`src/rtl/reg_file_mp.sv`:
```
// -----------------------------------------------------------------------------
// reg_file_mp
//
// Parametrised multi-read-port architectural register file.
//   - DEPTH = 2**ADDR_W entries of DATA_W bits, NUM_RD registered read ports,
//     one write port.
//   - Write-first bypass: a read that hits the entry being written in the same
//     cycle returns the write data (user write or clear-sequencer zero).
//   - Hardware bulk-clear sequencer (IDLE -> CLEAR -> DONE) zeroes one entry
//     per cycle; user writes are refused while it runs.
//   - ZERO_R0 = 1 hard-wires entry 0 to read as zero and discards writes to it.
//
// Optional feature (compile-time macro REG_FILE_MP_PARITY_EN):
//   each entry carries one even-parity bit; adds ports inj_par_err / rd_err.
//
// Ports:
//   clk          in   rising-edge clock
//   rst_n        in   asynchronous active-low reset
//   rd_en        in   [NUM_RD]          per-port read enable
//   rd_addr      in   [NUM_RD*ADDR_W]   port i at [i*ADDR_W +: ADDR_W]
//   rd_data      out  [NUM_RD*DATA_W]   registered, port i at [i*DATA_W +: DATA_W]
//   rd_valid     out  [NUM_RD]          one-cycle flag after an accepted read
//   wr_en        in   write request
//   wr_addr      in   [ADDR_W] write address
//   wr_data      in   [DATA_W] write data
//   wr_ready     out  writes accepted (low while the clear sequencer runs)
//   clr_req      in   request bulk clear
//   clr_busy     out  high in CLEAR and DONE
//   clr_done     out  one-cycle pulse in DONE
//   inj_par_err  in   (parity build) invert stored parity of an accepted write
//   rd_err       out  [NUM_RD] (parity build) parity mismatch, with rd_valid
// -----------------------------------------------------------------------------
module reg_file_mp #(
   parameter int DATA_W  = 8,
   parameter int ADDR_W  = 3,
   parameter int NUM_RD  = 2,
   parameter bit ZERO_R0 = 1'b0
) (
   input  logic                       clk,
   input  logic                       rst_n,
   input  logic [NUM_RD-1:0]          rd_en,
   input  logic [NUM_RD*ADDR_W-1:0]   rd_addr,
   output logic [NUM_RD*DATA_W-1:0]   rd_data,
   output logic [NUM_RD-1:0]          rd_valid,
   input  logic                       wr_en,
   input  logic [ADDR_W-1:0]          wr_addr,
   input  logic [DATA_W-1:0]          wr_data,
   output logic                       wr_ready,
   input  logic                       clr_req,
   output logic                       clr_busy,
   output logic                       clr_done
`ifdef REG_FILE_MP_PARITY_EN
   ,
   input  logic                       inj_par_err,
   output logic [NUM_RD-1:0]          rd_err
`endif
);

   localparam int DEPTH = 2**ADDR_W;

`ifdef REG_FILE_MP_PARITY_EN
   // Parity bit sits in the MSB of each stored entry.
   localparam int ENTRY_W = DATA_W + 1;
`else
   localparam int ENTRY_W = DATA_W;
`endif

   // Last index of a clear pass; the counter stops here instead of wrapping.
   localparam logic [ADDR_W-1:0] IDX_LAST = '1;

   typedef enum logic [1:0] {
      IDLE  = 2'd0,
      CLEAR = 2'd1,
      DONE  = 2'd2
   } state_t;

   // ---------------------------------------------------------------------------
   // Storage and sequencer state
   // ---------------------------------------------------------------------------
   logic [ENTRY_W-1:0] mem_q [DEPTH];

   state_t             state_q;
   state_t             state_d;
   logic [ADDR_W-1:0]  idx_q;
   logic [ADDR_W-1:0]  idx_d;

   // Single merged array write port, shared by user writes and the clearer.
   logic               wr_acc;
   logic [ENTRY_W-1:0] wr_entry;
   logic               arr_we;
   logic [ADDR_W-1:0]  arr_waddr;
   logic [ENTRY_W-1:0] arr_wentry;

   // ---------------------------------------------------------------------------
   // Handshake outputs, decoded straight from the state register
   // ---------------------------------------------------------------------------
   assign clr_busy = (state_q != IDLE);
   assign clr_done = (state_q == DONE);
   assign wr_ready = !clr_busy;
   assign wr_acc   = wr_en && wr_ready;

`ifdef REG_FILE_MP_PARITY_EN
   // Even parity over the data; injection flips the stored bit for testing
   // the read-side checker.
   assign wr_entry = {(^wr_data) ^ inj_par_err, wr_data};
`else
   assign wr_entry = wr_data;
`endif

   // ---------------------------------------------------------------------------
   // Clear sequencer: next state
   // ---------------------------------------------------------------------------
   // NOTE: every signal driven in an always_comb gets a default at the top, so
   // no path leaves it unassigned and no latch is inferred.
   always_comb begin
      state_d = state_q;
      idx_d   = idx_q;
      case (state_q)
         IDLE: begin
            if (clr_req) begin
               state_d = CLEAR;
               idx_d   = '0;
            end
         end
         CLEAR: begin
            if (idx_q == IDX_LAST) begin
               state_d = DONE;
            end else begin
               idx_d = idx_q + 1'b1;
            end
         end
         DONE: begin
            // clr_req is not sampled here; a held request restarts from IDLE.
            state_d = IDLE;
            idx_d   = '0;
         end
         default: begin
            state_d = IDLE;
            idx_d   = '0;
         end
      endcase
   end

   // NOTE: sequential state uses non-blocking assignments so every register
   // samples the pre-edge values, independent of block evaluation order.
   always_ff @(posedge clk or negedge rst_n) begin
      if (!rst_n) begin
         state_q <= IDLE;
         idx_q   <= '0;
      end else begin
         state_q <= state_d;
         idx_q   <= idx_d;
      end
   end

   // ---------------------------------------------------------------------------
   // Array write port mux. The clearer and user writes never collide because
   // wr_ready is low for the whole time the clearer owns the port.
   // ---------------------------------------------------------------------------
   always_comb begin
      arr_we     = 1'b0;
      arr_waddr  = wr_addr;
      arr_wentry = '0;
      if (state_q == CLEAR) begin
         arr_we     = 1'b1;
         arr_waddr  = idx_q;
         arr_wentry = '0;
      end else if (wr_acc && !(ZERO_R0 && (wr_addr == '0))) begin
         // Writes to a hard-zero entry 0 are accepted but never reach the array,
         // which also keeps them out of the bypass path.
         arr_we     = 1'b1;
         arr_waddr  = wr_addr;
         arr_wentry = wr_entry;
      end
   end

   // NOTE: the array is flop-based and must read all-zero straight out of
   // reset, so it is reset entry by entry; a RAM macro could not be used here.
   always_ff @(posedge clk or negedge rst_n) begin
      if (!rst_n) begin
         for (int i = 0; i < DEPTH; i++) begin
            mem_q[i] <= '0;
         end
      end else if (arr_we) begin
         mem_q[arr_waddr] <= arr_wentry;
      end
   end

   // ---------------------------------------------------------------------------
   // Read ports: one registered output stage per port, write-first bypass
   // ---------------------------------------------------------------------------
   for (genvar p = 0; p < NUM_RD; p++) begin : g_rd
      logic [ADDR_W-1:0]  addr;
      logic               zero_hit;
      logic               byp_hit;
      logic [ENTRY_W-1:0] entry;
      logic [DATA_W-1:0]  data_q;
      logic               valid_q;

      assign addr     = rd_addr[p*ADDR_W +: ADDR_W];
      assign zero_hit = ZERO_R0 && (addr == '0);
      assign byp_hit  = arr_we && (arr_waddr == addr);

      always_comb begin
         entry = mem_q[addr];
         if (zero_hit) begin
            entry = '0;
         end else if (byp_hit) begin
            entry = arr_wentry;
         end
      end

      always_ff @(posedge clk or negedge rst_n) begin
         if (!rst_n) begin
            data_q  <= '0;
            valid_q <= 1'b0;
         end else begin
            valid_q <= rd_en[p];
            // Data holds its last value when the port is idle.
            if (rd_en[p]) begin
               data_q <= entry[DATA_W-1:0];
            end
         end
      end

      assign rd_data[p*DATA_W +: DATA_W] = data_q;
      assign rd_valid[p]                 = valid_q;

`ifdef REG_FILE_MP_PARITY_EN
      logic err_d;
      logic err_q;

      // Bypassed and hard-zero reads never come from storage, so they cannot
      // carry a stored-parity error.
      assign err_d = !zero_hit && !byp_hit &&
                     (entry[DATA_W] != (^entry[DATA_W-1:0]));

      always_ff @(posedge clk or negedge rst_n) begin
         if (!rst_n) begin
            err_q <= 1'b0;
         end else begin
            err_q <= rd_en[p] && err_d;
         end
      end

      assign rd_err[p] = err_q;
`endif
   end

endmodule
```
`config.mk`:
```
export PLATFORM = sky130hd
export DESIGN_NAME = reg_file_mp
export DESIGN_NICKNAME = d
export VERILOG_FILES = /design/src/rtl/reg_file_mp.sv
export SDC_FILE = /design/constraint.sdc
export NUM_CORES = 1
export LEC_CHECK = 0
export ABC_AREA = 1
export CAP_MARGIN = 5
export CORE_MARGIN = 3
export CORE_UTILIZATION = 40
export DETAILED_ROUTE_END_ITERATION = 7
export GPL_ROUTABILITY_DRIVEN = 0
export PLACE_DENSITY = 0.63
export SLEW_MARGIN = 40
export SYNTH_ARGS = -nofsm -noshare
export SYNTH_HDL_FRONTEND = slang
export SYNTH_SLANG_ARGS = --single-unit
```
`constraint.sdc`:
```
create_clock -name clk -period 1.75 [get_ports clk]
set_input_delay 0.2625 -clock clk [delete_from_list [all_inputs] [get_ports clk]]
set_output_delay 0.2625 -clock clk [all_outputs]
set_load 0.02 [all_outputs]
```
==> reports/qor.csv <==
stage,metric,value,unit
setup_path,delay of the slowest critical-path stage,430,ps
synthesis,synth warn,0,
setup_path,r2r setup slk,80,ps
final_layout,number of antenna diodes,0,
routing,Vias,4974,
synthesis,syn nets,692,
timing,Rel. slew slack,68.7,%
final_layout,Final Util,52.3,%
global_routing,Total GRT Usage,23.3,%
floorplan,Die ar.,13900,sq um
routing,post-route ant nets,0,
status,outcome,finished clean,
clock_tree,CTS Root Cell,clkbuf_16,
final_layout,NumNets Final,765,
clock_tree,Worst-Skew Late Latency,350,ps
floorplan,core area,12100,sq um
placement,HPWL Detailed,11000,um
setup_path,Crit-path slowest cell,dfrtp_1,
floorplan,Placement Rows,40,
synthesis,Synth Flop Type,dfrtp_1,
pwr,Pwr Density,1580,nW/um^2
global_routing,initial antenna violation count,0,
timing,"Slew Viols, Final",0,
routing,DRC,0,
floorplan,die width,118,um
setup_path,worst-path cell chain,"inv_4, buf_4, nor2_1, dlygate4sd2_1",
synthesis,"Seq/Total Area, Yosys",43.6,%
setup_path,worst-path maximum fanout,7,
timing,Final min period,1700,ps
synthesis,Yosys cell types,22,
worst_hold_path,Hold Crit Class,primary input to asynchronous set/reset pin,
global_routing,largest net degree at the start of global routing,32,
timing,Max Clock Skew,14.6,ps
setup_path,CP endpoint kind,primary output,
final_layout,Final Non-Filler Cells,913,
synthesis,Syn Area/Cell,7.49,sq um
timing,FMAX,587,MHz
final_layout,fraction of layout cells with a size suffix above 1,19.1,%
final_layout,"commonest non-fill, non-tap cell in the layout",nand2_1,
clock_tree,clk slew on worst S/H paths,60,ps
routing,first-pass iteration count of the detailed router,5,
final_layout,area grow syn2layout,26.8,%
setup_path,critical path required time,1490,ps
setup_path,Startpoint Class,flop,
synthesis,"EDFF count, synth",0,
global_routing,first-pass GRT wire length,25800,um
synthesis,Async SR Flop Fraction,100,%
synthesis,Mapped Area,5000,sq um
placement,placed insts,888,
synthesis,instance count of the mapped netlist,667,
setup_path,r2r startpoint,state_q[0]$_DFFE_PN0P_,
timing,number of hold violations in the final report,0,
clock_tree,Sink Count,87,
setup_path,Worst EP arrival,1440,ps
global_routing,number of global-route vias before repair,4845,
clock_tree,CTS Buffer Depth,2,
clock_tree,# H-tree levels,3,
timing,actual slew at the worst max-slew pin,470,ps
clock_tree,CTS tree,yes,
final_layout,most frequent cells in the layout,"nand2_1 (268), nand3_1 (122), dfrtp_1 (86), o21ai_1 (40)",
setup_path,"CP delay by family, top",buffers and inverters,
setup_path,R2R Path End,mem_q[35]$_DFFE_PN0P_,
floorplan,Chip Height,118,um
clock_tree,TritonCTS Buffers,9,
pwr,Lkg Pwr,2.84,nW
setup_path,worst-case reg-to-reg path depth,10,
floorplan,Initial Utilization,41.3,%
global_routing,total gr overflow,0,
routing,average wire per standard cell,17.4,um
floorplan,IO Count,44,
timing,Final Setup Violations,0,
routing,via/cell ratio,5.45,
job,Max Cap Viol,0,
placement,PortBufs,43,
timing,fin crit share,97.4,%
routing,total wire length,15900,um
routing,1st-iter DRT viols,438,
setup_path,WP buf/inv,3,
pwr,largest vdd supply drop,0.561,mV
synthesis,synthesis-stage register bit count,87,
setup_path,kind of critical path,flop to primary output,
-- Yosys cell counts (4+ instances only) --
library cell / number / share of area (%)
nand2_4: 4 / 0.90
nor2_1: 5 / 0.38
buf_6: 9 / 2.0
clkbuf_1: 10 / 0.75
nand2_1: 279 / 21
inv_1: 15 / 1.1
nand2_2: 14 / 1.8
o21ai_2: 24 / 4.2
nand3_1: 126 / 13
o21ai_1: 40 / 4.0
buf_2: 13 / 1.3
dfrtp_1: 87 / 44
nor2_4: 5 / 1.1
o21a_1: 16 / 2.4
clkinv_1: 4 / 0.30
-- final cells by class --
| class | instances | area (sq um) |
|---|---|---|
| clock buffer | 14 | 284 |
| clock inverter | 2 | 12.5 |
| fill | 1141 | 5770 |
| inverter | 21 | 81.3 |
| multi-input combinational | 528 | 2640 |
| sequential | 87 | 2180 |
| tap | 168 | 210 |
| timing repair buffer | 93 | 931 |
-- how the worst max path moves through the flow --
| stage | startpoint | end | depth (start not counted) |
|---|---|---|---|
| 6_report | state_q[1]$_DFFE_PN0P_ | clr_done | 4 |
| 2_1_floorplan | state_q[0]$_DFFE_PN0P_ | mem_q[30]$_DFFE_PN0P_ | 10 |
| 4_1_cts | state_q[0]$_DFFE_PN0P_ | g_rd[0].data_q[2]$_DFFE_PN0P_ | 10 |
| 5_1_grt | state_q[1]$_DFFE_PN0P_ | g_rd[1].data_q[5]$_DFFE_PN0P_ | 11 |
| 3_5_place_dp | rd_addr[4] | g_rd[1].data_q[2]$_DFFE_PN0P_ | 9 |
| 3_3_place_gp | rd_addr[1] | g_rd[0].data_q[2]$_DFFE_PN0P_ | 10 |
-- registers in the layout, summed over array words and instances, names as in the netlist --
register,count
idx_q,3
g_rd.valid_q,2
g_rd.data_q,16
mem_q,64
state_q,2
-- routing by layer --
| metal | track usage, % | part of all wire, % | vias to the layer above |
|---|---|---|---|
| li1 | - | - | 2343 |
| met1 | 31.0 | 41 | 2310 |
| met2 | 37.0 | 47 | 279 |
| met3 | 4.47 | 8.3 | 42 |
| met4 | 9.96 | 3.6 | 0 |
| met5 | 0 | 0 | - |
-- power by group --
group	total [mW]	switching, mW	internal [mW]
combinational	4.78	2.90	1.89
sequential	3.33	0.611	2.72
clock	1.90	0.787	1.12
total	10.0	4.30	5.73
-- worst reg2reg max path, cell delays in order, from the launching register on --
cell	delay, ps
dfrtp_2	440
buf_6	160
nand2_8	110
nand2_8	70
nand2_8	110
inv_1	100
nor2_2	140
nand2_2	120
buf_4	190
nand2_1	80
o21ai_2	50
-- stage by stage --
| step | setup slack, ps | total power, mW | area, sq um | setup TNS [ps] | hold slack, ps |
|---|---|---|---|---|---|
| floorplan | 163 | 6.10 | 5000 | 0 | -33.1 |
| global placement | -143 | 7.64 | 5870 | -1610 | 240 |
| detailed placement | -152 | 7.72 | 5870 | -1660 | 249 |
| CTS | 11.4 | 9.69 | 6190 | 0 | 426 |
| global route | -18.8 | 10.7 | 6340 | -107 | 465 |
| finish | 46.0 | 10.0 | 6340 | 0 | 411 |
-- repair_timing --
item | in CTS | in global routing
setup buffers | 1 | 3
pin swaps | 1 | 12
endpoints found under the setup margin | 9 | 50
cloned | 1 | 3
hold endpoints to repair | 29 | 0
hold buffers | 1 | 0
resized for setup | 5 | 26
-- cell families (layout without fill, tap and decap cells) --
family                     Yosys count  count (layout)  share of synthesized area (%)
AOI/OAI and AO/OA                   86              86                           11.7
adders and majority gates            2               2                          0.501
buffers and inverters               56             130                           6.11
DFF                                 87              87                           43.6
and+or+nand+nor                    436             440                           38.1
Power figures use the tool's default switching activity.
